## src/rtl/seven_segment_capture_if.sv

```systemverilog
// seven_segment_capture_if: display bus in, captured frame out with valid/ready.
interface seven_segment_capture_if #(parameter int NUM_DIGITS = 4);
  logic [6:0] segments;
  logic [NUM_DIGITS-1:0] anodes;
  logic [4*NUM_DIGITS-1:0] value;
  logic [NUM_DIGITS-1:0] blank_mask;
  logic value_valid;
  logic value_ready;
  logic decode_err;
  logic overrun;
  modport master(output segments, anodes, value_ready, input value, blank_mask, value_valid, decode_err, overrun);
  modport slave(input segments, anodes, value_ready, output value, blank_mask, value_valid, decode_err, overrun);
endinterface

```

## src/rtl/seven_segment_capture.sv

```systemverilog
// seven_segment_capture: decodes a multiplexed active-low 7-seg bus back into a BCD frame.
// Optional SEVEN_SEG_CAPTURE_ABORT_EN: an invalid pattern aborts the frame instead of storing E.
module seven_segment_capture #(
  parameter int NUM_DIGITS = 4,
  parameter int STABLE_CYCLES = 16
) (
  input logic clk,
  input logic rst_n,
  seven_segment_capture_if.slave bus
);
  localparam int N = NUM_DIGITS;
  localparam int IW = N > 1 ? $clog2(N) : 1;
  localparam logic [7:0] CMAX = 8'(STABLE_CYCLES - 1);
  logic [6:0] r_seg;
  logic [N-1:0] r_an;
  logic [7:0] cnt;
  logic acc_done;
  logic [N-1:0] seen;
  logic [4*N-1:0] sh_val;
  logic [N-1:0] sh_blank;
  logic [3:0] nlow;
  logic [IW-1:0] idx;
  logic chg, single, multi, accept, invalid, blank, complete, multi_err;
  logic [3:0] nib;
  function automatic logic [5:0] dec(input logic [6:0] s);
    case (s)
      7'b0000001: dec = 6'h00;
      7'b1001111: dec = 6'h01;
      7'b0010010: dec = 6'h02;
      7'b0000110: dec = 6'h03;
      7'b1001100: dec = 6'h04;
      7'b0100100: dec = 6'h05;
      7'b0100000: dec = 6'h06;
      7'b0001111: dec = 6'h07;
      7'b0000000: dec = 6'h08;
      7'b0000100: dec = 6'h09;
      7'b1111111: dec = 6'h1F;
      default:    dec = 6'h2E;
    endcase
  endfunction
  always_comb begin
    nlow = '0;
    idx = '0;
    for (int k = 0; k < N; k++)
      if (!r_an[k]) begin
        nlow = nlow + 4'd1;
        idx = IW'(k);
      end
  end
  // The incoming sample is compared against the held one so a full dwell is accepted on the following edge.
  assign chg = {bus.segments, bus.anodes} != {r_seg, r_an};
  assign single = nlow == 4'd1;
  assign multi = nlow > 4'd1;
  assign {invalid, blank, nib} = dec(r_seg);
  assign accept = cnt == CMAX && single && !acc_done;
  assign multi_err = multi && !acc_done;
  assign complete = &seen;
  always_ff @(posedge clk or negedge rst_n) begin
    if (!rst_n) begin
      r_seg <= '1;
      r_an <= '1;
      cnt <= '0;
      acc_done <= 1'b0;
      seen <= '0;
      sh_val <= '0;
      sh_blank <= '0;
      bus.value <= '0;
      bus.blank_mask <= '0;
      bus.value_valid <= 1'b0;
      bus.decode_err <= 1'b0;
      bus.overrun <= 1'b0;
    end else begin
      r_seg <= bus.segments;
      r_an <= bus.anodes;
      cnt <= chg ? 8'd0 : (cnt == CMAX ? cnt : cnt + 8'd1);
      acc_done <= chg ? 1'b0 : acc_done | accept | multi;
      bus.decode_err <= (accept && invalid) || multi_err;
      if (complete || multi_err)
        seen <= '0;
`ifdef SEVEN_SEG_CAPTURE_ABORT_EN
      else if (accept && invalid)
        seen <= '0;
      else if (accept)
        seen[idx] <= 1'b1;
      if (accept && !invalid) begin
`else
      else if (accept)
        seen[idx] <= 1'b1;
      if (accept) begin
`endif
        sh_val[4*idx +: 4] <= nib;
        sh_blank[idx] <= blank;
      end
      if (complete && (!bus.value_valid || bus.value_ready)) begin
        bus.value <= sh_val;
        bus.blank_mask <= sh_blank;
        bus.value_valid <= 1'b1;
      end else if (bus.value_valid && bus.value_ready)
        bus.value_valid <= 1'b0;
      if (complete && bus.value_valid && !bus.value_ready)
        bus.overrun <= 1'b1;
    end
  end
endmodule

```

## src/flat_wrapper.sv

```systemverilog
// flat-port wrapper written by rule: the top's interface ports become plain ports
module seven_segment_capture_flat 
#(
  parameter int NUM_DIGITS = 4,
  parameter int STABLE_CYCLES = 16
)
  (clk, rst_n, bus_segments, bus_anodes, bus_value_ready, bus_value, bus_blank_mask, bus_value_valid, bus_decode_err, bus_overrun);
  seven_segment_capture_if #(.NUM_DIGITS(NUM_DIGITS)) bus_i ();
  input logic clk;
  input logic rst_n;
  input wire logic [$bits(bus_i.segments)-1:0] bus_segments;
  input wire logic [$bits(bus_i.anodes)-1:0] bus_anodes;
  input wire logic [$bits(bus_i.value_ready)-1:0] bus_value_ready;
  output wire logic [$bits(bus_i.value)-1:0] bus_value;
  output wire logic [$bits(bus_i.blank_mask)-1:0] bus_blank_mask;
  output wire logic [$bits(bus_i.value_valid)-1:0] bus_value_valid;
  output wire logic [$bits(bus_i.decode_err)-1:0] bus_decode_err;
  output wire logic [$bits(bus_i.overrun)-1:0] bus_overrun;
  assign bus_i.segments = bus_segments;
  assign bus_i.anodes = bus_anodes;
  assign bus_i.value_ready = bus_value_ready;
  assign bus_value = bus_i.value;
  assign bus_blank_mask = bus_i.blank_mask;
  assign bus_value_valid = bus_i.value_valid;
  assign bus_decode_err = bus_i.decode_err;
  assign bus_overrun = bus_i.overrun;
  seven_segment_capture #(.NUM_DIGITS(NUM_DIGITS), .STABLE_CYCLES(STABLE_CYCLES)) u_core (.clk(clk), .rst_n(rst_n), .bus(bus_i));
endmodule
```

## config.mk

```make
export PLATFORM = sky130hd
export DESIGN_NAME = seven_segment_capture_flat
export DESIGN_NICKNAME = d
export VERILOG_FILES = /design/src/rtl/seven_segment_capture_if.sv /design/src/rtl/seven_segment_capture.sv /design/src/flat_wrapper.sv
export SDC_FILE = /design/constraint.sdc
export NUM_CORES = 1
export LEC_CHECK = 0
export CORE_AREA = 2 2 80 82
export DETAILED_ROUTE_END_ITERATION = 7
export DIE_AREA = 0 0 82 84
export PLACE_DENSITY_LB_ADDON = 0.05
export SETUP_SLACK_MARGIN = 0.5
export SYNTH_ARGS = -nofsm -noshare
export SYNTH_HDL_FRONTEND = slang
export SYNTH_SLANG_ARGS = --single-unit
```

## constraint.sdc

```tcl
create_clock -name clk -period 3.15 [get_ports clk]
set_clock_uncertainty 0.1 [all_clocks]
set_input_delay 0.63 -clock clk [delete_from_list [all_inputs] [get_ports clk]]
set_output_delay 0.63 -clock clk [all_outputs]
set_load 0.01 [all_outputs]
```

---- Yosys cells after proc, flatten, opt, wreduce, memory -nomap -nowiden ----
Cells that the tools add are included.
W data, S select, Z words.
storage, ports and cells
  bits of input ports ..................... 14
  output and inout bits ................... 23
  flip-flop bits (word level) ............. 67
operators by class
  bitwise operators ....................... 3
  $lt $le $gt $ge ......................... 3
  reductions and logical operators ........ 19
  add/subtract/negate cells ............... 5
  muxes and demuxes ....................... 19
  equal/unequal tests ..................... 14
  shift operators ......................... 2
operator list
  kind                       number
  $pmux W6 S11               1
  $neg A4 Y34                1
  $shift A4 B34 Y16 const A  1
  $shiftx A4 B34 Y16         1
  $eq A7 B7 Y1 const B       3
  $mux W4                    5
  $bwmux W16                 1
  $mux W8                    2
  $eq A7 B3 Y1 const B       2
  $eq A7 B6 Y1 const B       2
  $ne A11 B11 Y1             1
  $logic_and A1 B1 Y1        9
  $add A4 B1 Y4 const B      2
  $add A8 B1 Y8 const B      1
  $eq A8 B4 Y1 const B       1
  $eq A7 B1 Y1 const B       1
  $eq A7 B4 Y1 const B       1
  $eq A7 B5 Y1 const B       1
  $logic_not A7 Y1           1
  $mux W1                    6
  $bwmux W4                  1
  $eq A4 B1 Y1 const B       1
  $gt A4 B1 Y1 const B       1
  $mux W2                    2
  other kinds (11)           17

---- Depth between registers and ports, before layout ----
Gate-level depths: netlist (run 1).
  depth in word-level cells ............... 13
  gate-level depth with buffers ........... 11
  gate-level depth less buffers ........... 10

---- Worst setup path before layout (run 1) ----
No wires, ideal clock.
  path kind ............................... reg2reg
  start point ............................. register u_core.r_an[0]
  end point ............................... register u_core.sh_val[8]
  arrival time ............................ 2466 ps
  library setup time ...................... 127 ps
  setup slack ............................. 456 ps
  path buffers ............................ 1
  stages on the path, launching flop included .. 11
  data required time ...................... 2923 ps
  path through ............................ dfstp_2 > inv_1 > ha_1 > xnor2_1 > ha_1 > nor2b_1 > xnor2_1 > nor4_4 > and2_1 > buf_4 > mux2_1
on the way
  cells in the longest elaborated chain, start to end .. 10
ends and longest elaborated chain
  item                                RTL line                     text
  start: declaration                  seven_segment_capture.sv:15  logic [N-1:0] r_an;
  start signal: assignment            seven_segment_capture.sv:74  r_an <= bus.anodes;
  $mux W1 *                           seven_segment_capture.sv:45  if (!r_an[k]) begin
  $add A1 B1 Y2                       seven_segment_capture.sv:46  nlow = nlow + 4'd1;
  $mux W4 *                           seven_segment_capture.sv:45
  $add A4 B1 Y4                       seven_segment_capture.sv:46
  $mux W4 *                           seven_segment_capture.sv:45
  $add A4 B1 Y4                       seven_segment_capture.sv:46
  $mux W4 *                           seven_segment_capture.sv:45
  $eq A4 B1 Y1 *                      seven_segment_capture.sv:52  assign single = nlow == 4'd1;
  $logic_and A1 B1 Y1 * (2 in a row)  seven_segment_capture.sv:55  assign accept = cnt == CMAX && single && !acc_done;
  end signal: indexed assignment      seven_segment_capture.sv:91  sh_val[4*idx +: 4] <= nib;
  end: declaration                    seven_segment_capture.sv:19  logic [4*N-1:0] sh_val;
Every way passes the cells marked *; elsewhere a longest branch is shown, timed or not.
A chain may end at the register's enable or synchronous reset.

---- Worst setup path in the final report (run 1) ----
  start point ............................. register u_core.r_an[1]
  end point ............................... register u_core.sh_val[6]
on the way
  cells in the longest elaborated chain, start to end .. 8
ends and longest elaborated chain
  item                              RTL line
  $mux W4                           seven_segment_capture.sv:45
  $add A4 B1 Y4                     seven_segment_capture.sv:46
  $mux W4                           seven_segment_capture.sv:45
  $add A4 B1 Y4                     seven_segment_capture.sv:46
  $mux W4                           seven_segment_capture.sv:45
  $eq A4 B1 Y1                      seven_segment_capture.sv:52
  $logic_and A1 B1 Y1 (2 in a row)  seven_segment_capture.sv:55
Several ways; a longest one is shown, not always the timed one.

==> flow_metrics.env, run 1 <==
export IMPL_hold_path_class="input port to asynchronous set/reset pin"
export IMPL_cpMaxStageDelayCell="dfstp_2"
export IMPL_timing_setup_tns_ps=0
export IMPL_coreArea_um2=6100
export IMPL_antenna_cells=0
export IMPL_synthSimpleGateAreaFrac_pct=16.4
export IMPL_final_hold_violation_count=0
export IMPL_pwr_share_seq_pct=51.9
export IMPL_rows=29
export IMPL_grt_max_degree=43
export IMPL_synthMuxAreaShare_pct=12.7
export IMPL_synth_fa_ha_area_share_pct=4.17
export IMPL_synth_seq_area_share_pct=51.2
export IMPL_synth_top_area_share_pct=42.5
export IMPL_cp_arrival_ps=2710
export IMPL_ctsHoldBuffers=0
export IMPL_dp_hpwl_mm=4.39
export IMPL_ant_nets=0
export IMPL_ys_seq_elements=67
export IMPL_clock_path_buffers=2
export IMPL_rr_startpoint="u_core.r_an[1]"
export IMPL_die_area_um2=6890
export IMPL_yosysTopAreaCell="dfrtp_1"
export IMPL_drv_slew=0
export IMPL_yosysWarnings=0
export IMPL_synth_area_leaders="dfrtp_1 (42%), mux2_2 (11%), dfstp_2 (8.8%)"
export IMPL_max_freq_mhz=387
export IMPL_layout_worst_path_cycle_share_pct=81.9
export IMPL_path_class="flop to flop"
export IMPL_cts_tree="done"
export IMPL_viasPerCell=5.52
export IMPL_cp_max_fo=9
export IMPL_first_iter_violations=109
export IMPL_reg2reg_slack_ps=570
export IMPL_synth_distinct_cells=60
export IMPL_intPower_w=0.00132
export IMPL_synthesis_instances=284
export IMPL_startpoint_type="flop"
export IMPL_finalSetupViolations=0
export IMPL_die_h_um=84
export IMPL_clock_sinks=67
export IMPL_utilization_pct=65.6
export IMPL_max_cap_violations=0
export IMPL_cts_buffers=9
export IMPL_syn_area_um2=3300
export IMPL_ios=37
export IMPL_overflow=0
export IMPL_cts_clk_slew_worst_paths_ps=70
export IMPL_status="completed"
export IMPL_reg2reg_depth=10
export IMPL_die_w_um=82
export IMPL_peakVddDrop_v=0.000294
export IMPL_end_kind="flop"
export IMPL_async_flop_share_pct=100
export IMPL_grt_pass1_vias=2223
export IMPL_switchingPower_w=0.000405
export IMPL_synth_fp_nets=309
export IMPL_place_gp_congestion=0.752
export IMPL_tightest_slew_ps=916
export IMPL_area_delta_synth_final_pct=21.1
export IMPL_cpPeakStageDelay_ps=550
export IMPL_drt_wirelength_per_cell_um=14.7
export IMPL_power_frac_clock_pct=40.1
export IMPL_htreeDepth=3
export IMPL_grt_first_pass_wirelength_mm=10.4
export IMPL_clock_latency_ps=340
export IMPL_cp_required_ps=3280
export IMPL_synth_compound_area_share_pct=7.28
export IMPL_antenna_found_initial=0
export IMPL_wl_mm=6.03
export IMPL_path_cells="inv_1 -> ha_4 -> xnor2_1 -> ha_1 -> nor2b_4 -> xnor2_2 -> nor4_4 -> buf_6 -> nand2_2 -> mux2_2"
export IMPL_synthFlopType="dfrtp_1"
export IMPL_final_nets=354
export IMPL_cts_root_buf="clkbuf_8"
export IMPL_io_buffers=36
export IMPL_p_leak_nw=1.81
export IMPL_synth_edff_count=0
export IMPL_synth_avg_cell_area_um2=11.6
export IMPL_fin_crit_ps=2580
export IMPL_synth_top_family_by_area="simple AND/OR/NAND/NOR gates"
export IMPL_start_util_pct=54.1
export IMPL_first_pass_iters=4
export IMPL_p_sw_share_pct=23.5
export IMPL_layout_drive_gt1_share_pct=27.2
export IMPL_cellPowerDensity_nw_per_um2=432
export IMPL_rsz0062_at_grt="yes"
export IMPL_grt_usage_pct=20.1
export IMPL_pwr_share_comb_pct=8.0
export IMPL_crit_start="u_core.r_an[1]"
export IMPL_drcViolationCount=0
export IMPL_maxSlewHeadroom_pct=38.9
export IMPL_yosys_area_share_xor_xnor_pct=5.50
export IMPL_vias=2269
-- area by class of cell --
class,count,area (um^2)
fill,482,2100
clock inverter,5,52.6
clock buffer,11,141
inverter,5,18.8
multi-input combinational,199,1560
tap,77,96.3
sequential,67,1690
timing repair buffer,47,442
-- kinds of logic (layout without fill, tap and decap cells) --
logic type,Yosys count,in the layout
xor+xnor,19,19
flops,67,67
mux,37,37
simple gates,98,98
buf+inv,18,68
compound gates,34,34
fa+ha+maj,11,11
-- power by group through the flow --
stage | clock (W) | sequential, W | combinational [W]
after CTS | 0.000714 | 0.000896 | 0.000139
after detailed placement | 0 | 0.000911 | 0.000138
after floorplan | 0 | 0.000896 | 0.0000915
final | 0.000692 | 0.000897 | 0.000138
after global routing | 0.000755 | 0.000899 | 0.000155
after global placement | 0 | 0.000911 | 0.000136
-- final timing paths --
kind	endpoint
hold / removal	u_core.bus.value[11]
setup / recovery	u_core.sh_val[6]
max in group asynchronous	u_core.r_an[3]
setup reg to reg	u_core.sh_val[6]
hold reg to reg	u_core.bus.overrun
min in group clk	u_core.bus.overrun
-- cell usage after synthesis, drive strengths merged, types with 3 or more instances --
master and n:
a21oi 9, and2 3, nand2 19, nor3 10, nand4 4, nor2b 3
inv 5, nor2 31, o31ai 4, or2 3, mux2 36, a21bo 3
nor4 3, dfrtp 56, ha 11, dfstp 11, buf 10, xnor2 4
o21ai 3, xor2 14, clkbuf 3, nand3 7
-- layout by cell type, fill, tap and decap left out, types with 4 or more instances in the layout --
cell / count
mux2_2: 32
ha_1: 10
nor2_1: 31
a21oi_1: 9
clkbuf_8: 10
nand3_1: 6
xor2_1: 14
nand2_1: 16
inv_1: 4
nand4_1: 4
dfstp_2: 11
nor3_1: 9
clkdlybuf4s50_1: 35
o31ai_1: 4
dfrtp_1: 56
buf_4: 10
-- through the flow --
stage          area, um^2  hold WS [ps]  power [W]  setup slack (ps)  std cells
2_1_floorplan        3330           234   0.000988               527        284
3_3_place_gp         3740           362    0.00105               538        389
3_5_place_dp         3740           369    0.00105               426        389
4_1_cts              3950           350    0.00175               530        406
5_1_grt              4000           370    0.00181               456        411
6_report             4000           320    0.00173               569        411
-- timing repair --
action | in CTS | in global routing
endpoints found under the setup margin | 13 | 12
resized for setup | 2 | 2
pin swaps | 1 | 0
endpoints found under the hold margin | 0 | 0
setup buffers | 1 | 5
-- registers in the layout, indices dropped and copies added (netlist names), 4 cells and up --
signal,flops
u_core.seen,4
u_core.cnt,8
u_core.bus.blank_mask,4
u_core.r_an,4
u_core.sh_blank,4
u_core.bus.value,16
u_core.sh_val,16
u_core.r_seg,7
-- worst max-delay path: cells and delay by family, from the launching register on --
kind / cells / cell delay, ps
AND/OR/NAND/NOR: 3 / 560
multiplexers: 1 / 290
XOR/XNOR: 2 / 230
flip-flops: 1 / 550
adder cells (fa/ha/maj): 2 / 470
buffers and inverters: 2 / 280
-- layer usage --
metal	vias up	share of wire [%]	track usage, %
li1	1092	-	-
met1	1118	47	26.5
met5	-	0	0
met2	50	48	30.8
met4	0	1.9	8.33
met3	9	3.6	5.63
(Power assumes the default switching activity.)
==> run 2, diff against run 1 <==
clock period = 2.41 ns   (was 3.15 ns; I/O delays follow)
==> run 2 against run 1 <==
The flow now finishes with violations (setup timing). Setup slack worse by 710 ps. First-iteration DRC count is 27% lower. Clock power is 31% higher. Routed wire length is 2.9% higher. Sequential cell count stayed put. Global-route usage is 0.24 points higher. Worst hold slack worse by 260 ps. Critical path depth stayed put. Critical endpoint is now u_core.sh_blank[1]. Largest cell class unchanged. Largest power group unchanged.
==> flow_metrics.env, run 2 (synthesis results as in run 1) <==
export IMPL_antenna_cells=0
export IMPL_ctsHoldBuffers=0
export IMPL_drt_wirelength_per_cell_um=14.7
export IMPL_cellPowerDensity_nw_per_um2=549
export IMPL_utilization_pct=68.8
export IMPL_reg2reg_slack_ps=-140
export IMPL_cp_arrival_ps=2670
export IMPL_layout_commonest_cell="dfrtp_1"
export IMPL_layout_drive_gt1_share_pct=33.1
export IMPL_max_cap_violations=0
export IMPL_clock_path_buffers=2
export IMPL_drv_slew=0
export IMPL_layout_common_cells="dfrtp_1 (56), clkdlybuf4s50_1 (35), mux2_2 (31), nor2_1 (30), buf_4 (17)"
export IMPL_fin_crit_ps=2550
export IMPL_die_w_um=82
export IMPL_rows=29
export IMPL_finalNonFillerCells=424
export IMPL_rsz0062_at_grt="yes"
export IMPL_clock_sinks=67
export IMPL_worst_hold_slack_ps=58.6
export IMPL_final_nets=367
export IMPL_htreeDepth=3
export IMPL_die_area_um2=6890
export IMPL_p_sw_share_pct=24.7
export IMPL_rr_startpoint="u_core.r_an[0]"
export IMPL_end_kind="flop"
export IMPL_tightest_slew_ps=644
export IMPL_maxSlewHeadroom_pct=57.0
export IMPL_final_hold_violation_count=0
export IMPL_cp_max_fo=7
export IMPL_viasPerCell=5.41
export IMPL_grt_max_degree=31
export IMPL_io_buffers=36
export IMPL_wl_mm=6.21
export IMPL_ant_nets=0
export IMPL_grt_first_pass_wirelength_mm=10.5
export IMPL_overflow=0
export IMPL_rr_endpoint="u_core.sh_blank[1]"
export IMPL_num_fill_cells=486
export IMPL_first_pass_iters=4
export IMPL_pwr_share_comb_pct=9.8
export IMPL_vias=2292
export IMPL_finalSetupViolations=25
export IMPL_reg2reg_depth=10
export IMPL_area_delta_synth_final_pct=27.2
export IMPL_status="complete, but fails checks"
export IMPL_grt_usage_pct=20.3
export IMPL_path_class="flop to flop"
export IMPL_switchingPower_w=0.000568
export IMPL_grt_pass1_vias=2209
export IMPL_cts_clk_slew_worst_paths_ps=70
export IMPL_cp_required_ps=2530
export IMPL_cts_tree="done"
export IMPL_pwr_share_seq_pct=50.8
export IMPL_dp_cells=404
export IMPL_dp_hpwl_mm=4.47
export IMPL_coreArea_um2=6100
export IMPL_layout_worst_path_cycle_share_pct=106
export IMPL_total_power_w=0.00230
export IMPL_clock_latency_ps=340
export IMPL_p_leak_nw=1.91
export IMPL_timing_setup_tns_ps=-2200
export IMPL_intPower_w=0.00173
export IMPL_timing_final_ws_setup_ps=-140
export IMPL_ios=37
export IMPL_crit_start="u_core.r_an[0]"
export IMPL_start_util_pct=54.1
export IMPL_max_freq_mhz=392
export IMPL_cts_buffers=9
export IMPL_reg_top3="u_core.bus.value: 16 flops, u_core.sh_val: 16 flops, u_core.cnt: 8 flops"
export IMPL_place_gp_congestion=0.897
export IMPL_antenna_found_initial=0
export IMPL_die_h_um=84
export IMPL_first_iter_violations=80
export IMPL_startpoint_type="flop"
export IMPL_drcViolationCount=0
export IMPL_hold_path_class="input port to asynchronous set/reset pin"
export IMPL_violations="setup timing"
export IMPL_cts_root_buf="clkbuf_8"
export IMPL_power_frac_clock_pct=39.4
export IMPL_peakVddDrop_v=0.000494
[run 2: cell count changes in the layout (fill, tap and decap cells not counted), moves of 2 or more]
cell,previous run,this run
buf_4,10,17
mux2_1,3,0
a21oi_2,0,4
buf_12,0,2
buf_6,1,5
mux2_4,1,5
a21oi_1,9,5
[run 2: cell type report]
cell class                 count  area [um^2]  share of cell area (%)
clock buffer                  11          131                    3.13
clock inverter                 5         53.8                    1.28
inverter                       5         18.8                   0.447
multi-input combinational    199         1630                    38.7
sequential                    67         1690                    40.3
tap                           77         96.3                    2.30
timing repair buffer          60          579                    13.8
[run 2: timing repair]
action,4_1_cts,5_1_grt
gates cloned,0,0
resized for setup,9,6
pin swaps,2,3
endpoints found under the setup margin,26,27
setup buffers,1,3
[run 2: metrics by stage]
stage | cell area [um^2] | setup slack, ps
floorplan | 3360 | -190
global placement | 3910 | -115
detailed placement | 3910 | -203
CTS | 4140 | -125
global route | 4200 | -217
finish | 4200 | -140
[run 2: critical path, stage by stage, from the launching register on]
cell,delay [ps]
dfstp_2,560
inv_2,50
ha_4,260
xnor2_4,130
ha_4,160
nor2b_4,120
xnor2_2,140
nor4_4,330
buf_6,200
nand2_4,80
mux2_4,310
[run 2: how the worst max path moves through the flow]
stage	endpoint	cells after the start	slack, ps
floorplan	u_core.sh_val[10]	10	-190
global placement	u_core.sh_val[8]	10	-110
detailed placement	u_core.sh_val[4]	11	-200
CTS	u_core.sh_blank[1]	10	-130
global route	u_core.sh_val[15]	10	-220
finish	u_core.sh_blank[1]	10	-140
[run 2: layer usage]
metal  part of all wire, %  vias to the layer above  track usage (%)
met5                     0                        -                0
met4                   2.3                        0             9.09
met3                   3.7                       12             4.87
met2                    48                       62             31.0
met1                    46                     1096             27.3
li1                      -                     1122                -
[run 2: power groups by stage]
stage                     clock [W]  combinational [W]  sequential (W)
final                      0.000907           0.000225         0.00117
after global routing       0.000980           0.000251         0.00117
after CTS                  0.000923           0.000218         0.00117
after detailed placement          0           0.000209         0.00119
after global placement            0           0.000205         0.00119
after floorplan                   0           0.000121         0.00117
==> run 3, diff against run 2 <==
CELL_PAD_IN_SITES_DETAIL_PLACEMENT = 1   (was not set)
CELL_PAD_IN_SITES_GLOBAL_PLACEMENT = 1   (was not set)
CORE_AREA = 2 2 93 95   (was 2 2 80 82)
DIE_AREA = 0 0 95 97   (was 0 0 82 84)
clock period = 2.2 ns   (was 2.41 ns; I/O delays follow)
==> run 3 against run 2 <==
The run still ends with setup timing left. Sequential cell count stayed put. Routed wire length grew 24%. Highest routed layer unchanged. Combinational power increased by 19%. Setup slack got worse by 270 ps. Clock power up 8.0%. Largest power group unchanged. Utilization decreased by 14 points.
==> flow_metrics.env, run 3 (synthesis results as in run 1) <==
export IMPL_total_power_w=0.00253
export IMPL_dp_cells=439
export IMPL_p_leak_nw=2.12
export IMPL_path_class="flop to flop"
export IMPL_timing_final_ws_setup_ps=-411
export IMPL_clock_path_buffers=2
export IMPL_final_nets=379
export IMPL_clock_sinks=67
export IMPL_place_gp_congestion=0.751
export IMPL_hold_path_class="input port to asynchronous set/reset pin"
export IMPL_antenna_cells=0
export IMPL_layout_worst_path_cycle_share_pct=119
export IMPL_drv_slew=0
export IMPL_cts_buffers=9
export IMPL_htreeDepth=3
export IMPL_grt_usage_pct=17.7
export IMPL_die_w_um=95
export IMPL_cpMaxStageDelayCell="dfstp_2"
export IMPL_reg2reg_depth=12
export IMPL_cp_arrival_ps=2740
export IMPL_end_kind="flop"
export IMPL_cts_tree="done"
export IMPL_ctsHoldBuffers=0
export IMPL_rr_startpoint="u_core.r_an[1]"
export IMPL_dp_hpwl_mm=5.19
export IMPL_first_pass_iters=4
export IMPL_coreArea_um2=8130
export IMPL_die_area_um2=9220
export IMPL_rr_endpoint="u_core.sh_val[2]"
export IMPL_cts_root_buf="clkbuf_8"
export IMPL_violations="setup timing"
export IMPL_cellPowerDensity_nw_per_um2=566
export IMPL_layout_common_cells="dfrtp_1 (56), mux2_2 (27), buf_4 (26), nor2_1 (24), dlygate4sd2_1 (23)"
export IMPL_fin_crit_ps=2610
export IMPL_ios=37
export IMPL_tightest_slew_ps=574
export IMPL_drcViolationCount=0
export IMPL_reg_top3="u_core.bus.value: 16 flops, u_core.sh_val: 16 flops, u_core.cnt: 8 flops"
export IMPL_vias=2385
export IMPL_critPathTopFamily="flip-flops"
export IMPL_critPathBufInv=4
export IMPL_layout_commonest_cell="dfrtp_1"
export IMPL_antenna_found_initial=0
export IMPL_startpoint_type="flop"
export IMPL_grt_first_pass_wirelength_mm=12.6
export IMPL_crit_start="u_core.r_an[1]"
export IMPL_final_hold_violation_count=0
export IMPL_drt_wirelength_per_cell_um=16.7
export IMPL_dp_slack_ps=-463
export IMPL_path_cells="inv_2 -> ha_4 -> xnor2_4 -> ha_4 -> nor2_4 -> a31oi_1 -> buf_4 -> nor4_4 -> buf_4 -> buf_8 -> nand2_4 -> mux2_4"
export IMPL_final_area_um2=4470
export IMPL_layout_drive_gt1_share_pct=39.8
export IMPL_cp_max_fo=5
export IMPL_overflow=0
export IMPL_finalNonFillerCells=462
export IMPL_maxSlewHeadroom_pct=61.6
export IMPL_wl_mm=7.73
export IMPL_peakVddDrop_v=0.000269
export IMPL_clock_latency_ps=340
export IMPL_endpoint="u_core.sh_val[2]"
export IMPL_cp_required_ps=2330
export IMPL_start_util_pct=40.6
export IMPL_area_delta_synth_final_pct=35.4
export IMPL_io_buffers=36
export IMPL_rows=33
export IMPL_grt_max_degree=68
export IMPL_reg2reg_slack_ps=-410
export IMPL_rsz0062_at_grt="yes"
export IMPL_viasPerCell=5.16
export IMPL_grt_pass1_vias=2516
export IMPL_ant_nets=0
export IMPL_first_iter_violations=61
export IMPL_timing_setup_tns_ps=-8310
export IMPL_finalSetupViolations=25
export IMPL_cpPeakStageDelay_ps=560
export IMPL_die_h_um=97
export IMPL_placed_area_um2=4000
export IMPL_max_cap_violations=0
export IMPL_cp_depth=12
export IMPL_cts_clk_slew_worst_paths_ps=70
export IMPL_max_freq_mhz=383
export IMPL_status="complete, but fails checks"
[run 3: worst min path at each step]
stage / from / slack [ps] / end
finish: rst_n / 1 / u_core.sh_val[7]
global route: rst_n / 30 / u_core.sh_val[8]
CTS: rst_n / 10 / u_core.sh_val[8]
detailed placement: u_core.bus.overrun / 370 / u_core.bus.overrun
global placement: u_core.bus.overrun / 360 / u_core.bus.overrun
floorplan: rst_n / 40 / u_core.acc_done
[run 3: metal layers]
| metal | vias to the layer above | global-route usage, % | wire (um) |
|---|---|---|---|
| met5 | - | 0 | 0 |
| met4 | 0 | 7.02 | 175 |
| met3 | 13 | 3.04 | 190 |
| met2 | 37 | 29.0 | 3840 |
| met1 | 1189 | 23.2 | 3530 |
| li1 | 1146 | - | - |
[run 3: power by group]
group | total, W | leakage (nW) | internal [W] | switching, W
Clock | 0.000980 | 0.0936 | 0.000521 | 0.000459
Sequential | 0.00128 | 0.896 | 0.00125 | 0.0000269
Combinational | 0.000267 | 1.13 | 0.000132 | 0.000135
[run 3: repair_timing]
action	CTS	global route
pin swaps	5	5
setup buffers	1	6
setup endpoints to repair	58	54
endpoints found under the hold margin	0	0
gates cloned	0	2
gates resized for setup	37	36
[run 3: area by class of cell]
type | count | area [um^2]
Sequential cell | 67 | 1690
Clock inverter | 1 | 7.51
Clock buffer | 13 | 179
Tap cell | 105 | 131
Multi-Input combinational cell | 199 | 1770
Fill cell | 844 | 3670
Inverter | 5 | 18.8
Timing Repair Buffer | 72 | 676
[run 3: through the flow]
stage	utilization (%)	hold slack [ps]
3_5_place_dp	49.2	365
6_report	54.9	1.39
4_1_cts	52.0	14.6
5_1_grt	54.9	33.1
2_1_floorplan	-	44.4
3_3_place_gp	49.2	361
